==> src/rtl/mips_ctrl_pkg.sv <==
// Shared encodings for the multi-cycle MIPS control unit: opcodes, functs,
// ALU function codes, register-destination selects and FSM states.
package mips_ctrl_pkg;

  localparam logic [5:0] OP_RTYPE = 6'h00;
  localparam logic [5:0] OP_LW    = 6'h23;
  localparam logic [5:0] OP_SW    = 6'h2B;
  localparam logic [5:0] OP_BEQ   = 6'h04;
  localparam logic [5:0] OP_BNE   = 6'h05;
  localparam logic [5:0] OP_J     = 6'h02;
  localparam logic [5:0] OP_JAL   = 6'h03;
  localparam logic [5:0] OP_ADDI  = 6'h08;
  localparam logic [5:0] OP_XORI  = 6'h0E;

  localparam logic [5:0] FN_ADD     = 6'h20;
  localparam logic [5:0] FN_SUB     = 6'h22;
  localparam logic [5:0] FN_AND     = 6'h24;
  localparam logic [5:0] FN_OR      = 6'h25;
  localparam logic [5:0] FN_SLT     = 6'h2A;
  localparam logic [5:0] FN_JR      = 6'h08;
  localparam logic [5:0] FN_SYSCALL = 6'h0C;

  localparam logic [5:0] ALU_ADD = 6'h20;
  localparam logic [5:0] ALU_SUB = 6'h22;
  localparam logic [5:0] ALU_XOR = 6'h26;

  localparam logic [1:0] RD_RT = 2'b00;
  localparam logic [1:0] RD_RD = 2'b01;
  localparam logic [1:0] RD_RA = 2'b10;

  typedef enum logic [2:0] {
    S_FETCH  = 3'd0,
    S_DECODE = 3'd1,
    S_EXEC   = 3'd2,
    S_MEM    = 3'd3,
    S_WB     = 3'd4,
    S_HALT   = 3'd5,
    S_ERROR  = 3'd6
  } state_e;

  typedef enum logic [2:0] {
    C_ALU     = 3'd0,
    C_LOAD    = 3'd1,
    C_STORE   = 3'd2,
    C_BRANCH  = 3'd3,
    C_JUMP    = 3'd4,
    C_JAL     = 3'd5,
    C_SYSCALL = 3'd6,
    C_ILLEGAL = 3'd7
  } iclass_e;

endpackage

==> src/rtl/control_decode.sv <==
// Combinational decode of the latched opcode/funct into instruction class,
// legality and the datapath selects that stay stable from DECODE to WB.
module control_decode import mips_ctrl_pkg::*; #(
  parameter int OPW    = 6,
  parameter int FW     = 6,
  parameter int ALUOPW = 6
) (
  input  logic [OPW-1:0]    opcode_i,
  input  logic [FW-1:0]     funct_i,
  output logic [2:0]        iclass_o,
  output logic              legal_o,
  output logic              bne_o,
  output logic              jumpsel_o,
  output logic              memtoreg_o,
  output logic              alusrc_o,
  output logic              wrisel_o,
  output logic [1:0]        regdst_o,
  output logic [ALUOPW-1:0] aluop_o
);

  always_comb begin
    iclass_o   = C_ILLEGAL;
    bne_o      = 1'b0;
    jumpsel_o  = 1'b0;
    memtoreg_o = 1'b0;
    alusrc_o   = 1'b0;
    wrisel_o   = 1'b0;
    regdst_o   = RD_RT;
    aluop_o    = '0;
    case (opcode_i)
      OPW'(OP_RTYPE): begin
        aluop_o  = ALUOPW'(funct_i);
        regdst_o = RD_RD;
        case (funct_i)
          FW'(FN_ADD), FW'(FN_SUB), FW'(FN_AND),
          FW'(FN_OR), FW'(FN_SLT):  iclass_o = C_ALU;
          FW'(FN_JR): begin
            iclass_o  = C_JUMP;
            jumpsel_o = 1'b1;
          end
          FW'(FN_SYSCALL):          iclass_o = C_SYSCALL;
          default: begin
            // Unknown funct: keep every select quiet on the way to ERROR.
            aluop_o  = '0;
            regdst_o = RD_RT;
          end
        endcase
      end
      OPW'(OP_LW): begin
        iclass_o   = C_LOAD;
        aluop_o    = ALUOPW'(ALU_ADD);
        alusrc_o   = 1'b1;
        memtoreg_o = 1'b1;
      end
      OPW'(OP_SW): begin
        iclass_o = C_STORE;
        aluop_o  = ALUOPW'(ALU_ADD);
        alusrc_o = 1'b1;
      end
      OPW'(OP_BEQ): begin
        iclass_o = C_BRANCH;
        aluop_o  = ALUOPW'(ALU_SUB);
      end
      OPW'(OP_BNE): begin
        iclass_o = C_BRANCH;
        aluop_o  = ALUOPW'(ALU_SUB);
        bne_o    = 1'b1;
      end
      OPW'(OP_J):   iclass_o = C_JUMP;
      OPW'(OP_JAL): begin
        iclass_o = C_JAL;
        wrisel_o = 1'b1;
        regdst_o = RD_RA;
      end
      OPW'(OP_ADDI): begin
        iclass_o = C_ALU;
        aluop_o  = ALUOPW'(ALU_ADD);
        alusrc_o = 1'b1;
      end
      OPW'(OP_XORI): begin
        iclass_o = C_ALU;
        aluop_o  = ALUOPW'(ALU_XOR);
        alusrc_o = 1'b1;
      end
      default: iclass_o = C_ILLEGAL;
    endcase
    legal_o = (iclass_o != C_ILLEGAL);
  end

endmodule

==> src/rtl/multicycle_control.sv <==
// Multi-cycle MIPS control FSM: FETCH/DECODE/EXEC/MEM/WB sequencing with a
// memory-ready stall, saturating hung-access timeout, and HALT/ERROR traps.
module multicycle_control import mips_ctrl_pkg::*; #(
  parameter int OPW         = 6,
  parameter int FW          = 6,
  parameter int ALUOPW      = 6,
  parameter int MEM_TIMEOUT = 255
) (
  input  logic              clk,
  input  logic              rst_n,
  input  logic [OPW-1:0]    opcode,
  input  logic [FW-1:0]     funct,
  input  logic              mem_ready,
  output logic              Jump,
  output logic              Branch,
  output logic              BranchNe,
  output logic              MemRead,
  output logic              MemWrite,
  output logic              RegWrite,
  output logic              MemtoReg,
  output logic              ALUSrc,
  output logic              JumpSel,
  output logic              WriDataSel,
  output logic [1:0]        RegDst,
  output logic [ALUOPW-1:0] ALUOp,
  output logic              ir_write,
  output logic              pc_write,
  output logic              retired,
  output logic              halted,
  output logic              err,
  output logic [2:0]        state
);

  localparam int CW = (MEM_TIMEOUT > 0) ? $clog2(MEM_TIMEOUT + 1) : 1;
  localparam logic [CW-1:0] CNT_MAX = CW'(MEM_TIMEOUT);

  state_e            state_q, state_d;
  logic [CW-1:0]     cnt_q, cnt_d;
  logic [OPW-1:0]    op_q;
  logic [FW-1:0]     fn_q;

  logic [2:0]        cls_raw;
  iclass_e           cls;
  logic              legal, dec_bne, dec_jsel, dec_m2r, dec_asrc, dec_wsel;
  logic [1:0]        dec_rdst;
  logic [ALUOPW-1:0] dec_aluop;
  logic              timeout, sel_en;

  control_decode #(.OPW(OPW), .FW(FW), .ALUOPW(ALUOPW)) u_decode (
    .opcode_i   (op_q),
    .funct_i    (fn_q),
    .iclass_o   (cls_raw),
    .legal_o    (legal),
    .bne_o      (dec_bne),
    .jumpsel_o  (dec_jsel),
    .memtoreg_o (dec_m2r),
    .alusrc_o   (dec_asrc),
    .wrisel_o   (dec_wsel),
    .regdst_o   (dec_rdst),
    .aluop_o    (dec_aluop)
  );

  assign cls     = iclass_e'(cls_raw);
  assign timeout = (MEM_TIMEOUT != 0) && (cnt_q == CNT_MAX);

  always_comb begin
    state_d  = state_q;
    Jump     = 1'b0;
    Branch   = 1'b0;
    BranchNe = 1'b0;
    MemRead  = 1'b0;
    MemWrite = 1'b0;
    RegWrite = 1'b0;
    ir_write = 1'b0;
    pc_write = 1'b0;
    retired  = 1'b0;
    case (state_q)
      S_FETCH: begin
        MemRead = 1'b1;
        if (mem_ready) begin
          ir_write = 1'b1;
          pc_write = 1'b1;
          state_d  = S_DECODE;
        end else if (timeout) begin
          state_d = S_ERROR;
        end
      end
      S_DECODE: begin
        if (!legal)                state_d = S_ERROR;
        else if (cls == C_SYSCALL) state_d = S_HALT;
        else                       state_d = S_EXEC;
      end
      S_EXEC: begin
        case (cls)
          C_ALU:            state_d = S_WB;
          C_LOAD, C_STORE:  state_d = S_MEM;
          C_BRANCH: begin
            Branch   = 1'b1;
            BranchNe = dec_bne;
            retired  = 1'b1;
            state_d  = S_FETCH;
          end
          C_JUMP: begin
            Jump    = 1'b1;
            retired = 1'b1;
            state_d = S_FETCH;
          end
          C_JAL: begin
            Jump     = 1'b1;
            RegWrite = 1'b1;
            retired  = 1'b1;
            state_d  = S_FETCH;
          end
          default:          state_d = S_ERROR;
        endcase
      end
      S_MEM: begin
        MemRead  = (cls == C_LOAD);
        MemWrite = (cls != C_LOAD);
        if (mem_ready) begin
          if (cls == C_LOAD) begin
            state_d = S_WB;
          end else begin
            retired = 1'b1;
            state_d = S_FETCH;
          end
        end else if (timeout) begin
          state_d = S_ERROR;
        end
      end
      S_WB: begin
        RegWrite = 1'b1;
        retired  = 1'b1;
        state_d  = S_FETCH;
      end
      S_HALT:  state_d = S_HALT;
      S_ERROR: state_d = S_ERROR;
      default: state_d = S_ERROR;
    endcase

    // Stall count restarts on every state change and saturates at MEM_TIMEOUT.
    cnt_d = cnt_q;
    if (state_d != state_q) begin
      cnt_d = '0;
    end else if ((state_q == S_FETCH || state_q == S_MEM) && !mem_ready && cnt_q != CNT_MAX) begin
      cnt_d = cnt_q + CW'(1);
    end
  end

  assign sel_en     = (state_q == S_DECODE) || (state_q == S_EXEC) ||
                      (state_q == S_MEM) || (state_q == S_WB);
  assign MemtoReg   = sel_en & dec_m2r;
  assign ALUSrc     = sel_en & dec_asrc;
  assign JumpSel    = sel_en & dec_jsel;
  assign WriDataSel = sel_en & dec_wsel;
  assign RegDst     = sel_en ? dec_rdst : RD_RT;
  assign ALUOp      = sel_en ? dec_aluop : '0;
  assign halted     = (state_q == S_HALT);
  assign err        = (state_q == S_ERROR);
  assign state      = state_q;

  always_ff @(posedge clk or negedge rst_n) begin
    if (!rst_n) begin
      state_q <= S_FETCH;
      cnt_q   <= '0;
      op_q    <= '0;
      fn_q    <= '0;
    end else begin
      state_q <= state_d;
      cnt_q   <= cnt_d;
      if (ir_write) begin
        op_q <= opcode;
        fn_q <= funct;
      end
    end
  end

endmodule

==> config.mk <==
export PLATFORM = sky130hd
export DESIGN_NAME = multicycle_control
export DESIGN_NICKNAME = d
export VERILOG_FILES = /design/src/rtl/mips_ctrl_pkg.sv /design/src/rtl/control_decode.sv /design/src/rtl/multicycle_control.sv
export SDC_FILE = /design/constraint.sdc
export NUM_CORES = 1
export LEC_CHECK = 0
export CORE_MARGIN = 2
export CORE_UTILIZATION = 50
export CTS_CLUSTER_SIZE = 30
export DETAILED_ROUTE_END_ITERATION = 8
export HOLD_SLACK_MARGIN = 0.05
export PLACE_DENSITY = 0.83
export RECOVER_POWER = 25
export SLEW_MARGIN = 10
export SYNTH_ARGS = -nofsm -noshare
export SYNTH_HDL_FRONTEND = slang
export SYNTH_SLANG_ARGS = --single-unit
==> constraint.sdc <==
create_clock -name clk -period 3 [get_ports clk]
set_clock_uncertainty 0.1 [all_clocks]
set_input_delay 0.3 -clock clk [delete_from_list [all_inputs] [get_ports clk]]
set_output_delay 0.3 -clock clk [all_outputs]
set_load 0.02 [all_outputs]
### Word level (Yosys, flattened, before mapping)

Cells that the tools add are included.

* input bits: 15
* memory bits (read-only): 0
* output and inout port bits: 26
* RAM bits: 0
* latch bits: 0
* memories: 0
* register bits: 23

* eq/ne operators: 32
* add/subtract/negate cells: 1
* bitwise logic cells: 4
* divide/modulo/power cells: 0
* $mul: 0
* magnitude comparators: 0
* reduce and logical (&&, ||, !) cells: 20
* muxes and demuxes: 40
* shift operators: 0

Operator list (number)
* equality test 6 bit (second input constant): 7
* equality test 6 x 4 -> 1 bit (second input constant): 4
* case mux 6 bit (4 select lines): 1
* case mux 3 bit (7 select lines): 1
* 2-to-1 mux 1 bit: 20
* equality test 3 bit (second input constant): 6
* 2-to-1 mux 3 bit: 6
* case mux 3 bit (3 select lines): 2
* case mux 3 bit (6 select lines): 1
* 2-to-1 mux 8 bit: 2
* equality test 3 x 2 -> 1 bit (second input constant): 4
* equality test 6 x 2 -> 1 bit (second input constant): 2
* equality test 6 x 3 -> 1 bit (second input constant): 2
* 2-to-1 mux 6 bit: 2
* adder 8 x 1 -> 8 bit (second input constant): 1
* equality test 8 bit (second input constant): 1
* != test 8 bit (second input constant): 1
* OR reduction 2 bit: 4
* OR reduction 7 bit: 1
* equality test 3 x 1 -> 1 bit (second input constant): 2
* logical NOT 3 bit: 2
* logical NOT 6 bit: 1
* OR reduction 3 bit: 2
* OR reduction 5 bit: 1
* other kinds (13): 21

### Longest topological paths before layout

* word-level depth: 10
* mapped depth: 8
* depth with buffers taken out: 8

### Modules after synthesis

A second synthesis with hierarchy kept.

* cells, all modules: 213
* area, all modules: 1849.3 sq um

By module, submodules not included
* multicycle_control: area each 1416.4 sq um, instances 1, cells an instance 146, seq. area each 575.6 sq um
* control_decode: area each 432.9 sq um, instances 1, cells an instance 67, seq. area each 0.0 sq um

### Worst setup path after synthesis

OpenSTA, ideal clock, no wires.

* path type: register to output
* start: register op_q[0]
* end: output port BranchNe
* required time: 2600 ps
* arrival time: 2619 ps
* slack: -19 ps
* cell stages (with the launch flop): 8
* cells stage by stage: dfrtp_1 buf_2 mux2_2 nor3_1 o31ai_4 or2_2 nor4_1 and3_1

* longest elaborated chain between the ends: 6
* elaborated cells between the ends (all ways): 16

Ends and longest elaborated chain
* start: declaration: line multicycle_control.sv:39 `logic [OPW-1:0] op_q;`
* start signal: assignment: line multicycle_control.sv:172 `op_q <= opcode;`
* equality test 6 x 4 -> 1 bit or equality test 6 x 3 -> 1 bit (tied branches): line control_decode.sv:30 `case (opcode_i)`
* OR reduction 2 bit (no source line)
* case mux 3 bit (7 select lines): line control_decode.sv:30
* equality test 3 x 2 -> 1 bit: line multicycle_control.sv:94 `case (cls)`
* 2-to-1 mux 1 bit *: line multicycle_control.sv:94
* 2-to-1 mux 1 bit *: line multicycle_control.sv:77 `case (state_q)`
* end: declaration: line multicycle_control.sv:16 `output logic BranchNe,`

Mark *: on every way between the ends. The rest lies on a longest branch, timed or not.

### Worst setup path after layout

* start: register op_q[2]
* end: output port ALUOp[5]

* longest elaborated chain between the ends: 4
* elaborated cells between the ends (all ways): 11

Ends and longest elaborated chain
* equality test 6 bit, or another cell as far along: line control_decode.sv:30
* OR reduction 3 bit (no source line) or OR reduction 2 bit (tied branches)
* case mux 6 bit (4 select lines) *: line control_decode.sv:30
* 2-to-1 mux 6 bit *: line multicycle_control.sv:157 `assign ALUOp = sel_en ? dec_aluop : '0;`
* end: declaration: line multicycle_control.sv:25 `output logic [ALUOPW-1:0] ALUOp,`

Marked as above.

==> summary.md <==
| Metric | Value |
|---|---|
| Final core area utilization | 70.7% |
| DR vias/cell | 5.85 |
| Sequential cell area | 578 um^2 |
| Outcome | finished, final reports clean |
| Async SR Flop Fraction | 100% |
| Least-Margin Pin Slew | 1270 ps |
| # IOs | 41 |
| Max Fclk | 346 MHz |
| Crit-path max FO | 7 |
| Startpoint Class | flop |
| Setup-failing EPs final | 0 |
| Worst path cell trace | mux2_2, nor3_4, o31ai_4, nand2b_1, buf_4, nor2_1, clkdlybuf4s50_1 |
| Initial core utilization | 52.9% |
| Largest net degree at the start of global routing | 24 |
| Final Max Tran Viols | 0 |
| Worst path required time | 2600 ps |
| Hold_sp | opcode[4] |
| Post-synth EDFFs | 0 |
| Post-DRT Antenna Nets | 0 |
| Synthesized instance count | 208 |
| Initial antenna violation count | 0 |
| Most common flop cell mapped by yosys | dfrtp_1 |
| Synth unique cells | 53 |
| DRC Markers | 0 |
| Ant. Diodes | 0 |
| Final worst-path cycle share | 96.4% |
| Area Overhead vs Synth | 33.7% |
| GRT Util Overall | 23.4% |
| Reg2Reg Launch Point | op_q[3]$_DFFE_PN0P_ |
| 1st-iter DRT viols | 178 |
| Synth warnings | 0 |
| CTS tree | done |
| Multi-input gate area | 1190 um^2 |
| Num rows | 21 |
| Clk buf depth | 2 |
| Layout cells sized above 1 | 23.0% |
| Routed WL | 4660 um |
| Crit. End Element | output pin |
| Final min period | 2890 ps |
| Critical path class | flop to output pin |
| CP delay by family, top | buffers and inverters |
| Mapped Nets | 224 |
| MaxCap Viol Count | 0 |
| Initial DRT Pass Iterations | 4 |
| Count of final hold-check violations | 0 |
| Root Buffer | clkbuf_4 |
| WP data arrival | 2490 ps |
| Die area | 4080 um^2 |
| Post-synth top cells | dfrtp_1, o21ai_0, nor2_1 |
| Placed cells | 298 |
| Final Wtd Congestion | 0.899 |
| Tightest slew margin relative to the limit | 15.6% |
| Slowest Stage Delay on Critical Path | 620 ps |
| Worst setup startpoint | op_q[2]$_DFFE_PN0P_ |
| Post-Syn Area | 1790 um^2 |
| Clock slew at reported path FFs | 130 ps |
| Synth Area per Inst | 8.61 um^2 |
| Design Power | 571 uW |
| H-tree lvl count | 1 |
| Setup repair after global routing missed its margin | false |
| Leak | 0.00106 uW |
| Non-Filler Instances | 303 |
| Total CTS buffers | 3 |
| Hold Path Class | input port to flop |
| Core area | 3390 um^2 |
| Final Net Count | 274 |
| #FFs+latches synth | 23 |
| Filler cell count | 257 |
| CP max stage cell | clkdlybuf4s50_1 |
| Top-area cell type share of the netlist area | 32.1% |
| DP HPWL | 3410 um |
| First-pass GRT wire length | 7690 um |
| Worst skew pair latency | 320 ps |
| Most frequent cell after synthesis | dfrtp_1 |
| Top cells by area, synth | dfrtp_1, mux2_2, o21ai_0, a211oi_1, nor2_1 |
| Die height | 63.9 um |
| Power Density | 239 nW/um^2 |
| Leading area contributor after synthesis | dfrtp_1 |
| VDD IR-drop max | 0.199 mV |
| Sink Count | 23 |
| Buffers added on ports | 39 |
| Die W | 63.9 um |
| Total congestion overflow | 0 |
| Vias | 1,772 |
| Vias in the first global route | 1,692 |
| Sequential share of the synthesized area | 32.1% |
| WP buf/inv | 2 |
| Avg WL per Cell | 15.4 um |
cells in the final DEF (no fill, tap or decap), types with 4 or more instances in the layout:
cell,n
a211oi_1,9
a21oi_1,6
and3_1,5
buf_4,17
clkdlybuf4s50_1,28
dfrtp_1,21
dlygate4sd2_1,4
inv_1,9
mux2_2,11
nand2_1,15
nand3_1,8
nand4_1,4
nor2_1,14
nor3_1,8
o21ai_0,18
xnor2_1,5
xor2_1,4
power by group:
part,leakage (uW),internal [uW],switching [uW]
clock,0.0000177,49.9,100
sequential,0.000290,319,14.4
combinational,0.000754,45.1,42.8
total,0.00106,414,157
through the flow:
step | worst slack, ps | TNS (ps) | hold WS [ps] | instance area [um^2]
floorplan | 265 | 0 | -95.6 | 1800
detailed placement | -11.3 | -16.1 | 448 | 2310
global placement | 79.1 | 0 | 435 | 2310
global route | 24.5 | 0 | 466 | 2390
finish | 109 | 0 | 440 | 2390
CTS | 25.3 | 0 | 222 | 2370
sequential cells by signal, indices dropped and copies added (netlist names):
signal / cells
cnt_q: 8
fn_q: 6
op_q: 6
state: 3
final timing paths:
path / to / slack (ps) / cells after the start
min reg2reg: fn_q[1]$_DFFE_PN0P_ / 470 / 1
min in group asynchronous: fn_q[5]$_DFFE_PN0P_ / 660 / 2
max reg2reg: cnt_q[1]$_DFFE_PN0P_ / 380 / 8
max: ALUOp[5] / 110 / 7
max in group asynchronous: op_q[2]$_DFFE_PN0P_ / 1320 / 2
min: op_q[4]$_DFFE_PN0P_ / 440 / 3
kinds of logic (layout without fill, tap and decap cells):
family                     Yosys count  count (layout)  share of synthesized area, %
xor gates and xnor gates             9               9                          4.40
and+or+nand+nor                     90              90                          29.0
adders and majority gates            1               1                         0.698
AOI/OAI and AO/OA                   51              51                          20.4
buffers and inverters               21              70                          5.66
other                                1               1                         0.209
muxes                               12              12                          7.47
DFF                                 23              23                          32.1
routing by layer:
layer | global-route usage, % | routed length (um)
met5 | 0 | 0
met4 | 7.07 | 60
met3 | 2.82 | 294
met2 | 37.1 | 2210
met1 | 33.4 | 2100
worst min-delay path, cell delays in order:
cell	delay (ps)
clkdlybuf4s50_1	400
nand2_1	50
o21ai_0	70
area by class of cell:
type / instances / area share [%]
Inverter: 9 / 1.41
Tap cell: 46 / 2.40
Multi-Input combinational cell: 164 / 49.6
Clock buffer: 3 / 0.940
Timing Repair Buffer: 57 / 21.3
Sequential cell: 23 / 24.1
Clock inverter: 1 / 0.209
repair_timing:
| action | 4_1_cts | 5_1_grt |
|---|---|---|
| endpoints found under the hold margin | 0 | 0 |
| resized for setup | 16 | 14 |
| pin swaps | 0 | 2 |
| hold buffers | 0 | 0 |
| buffers inserted | 0 | 1 |
| setup endpoints to repair | 11 | 6 |
(Power assumes the default switching activity.)
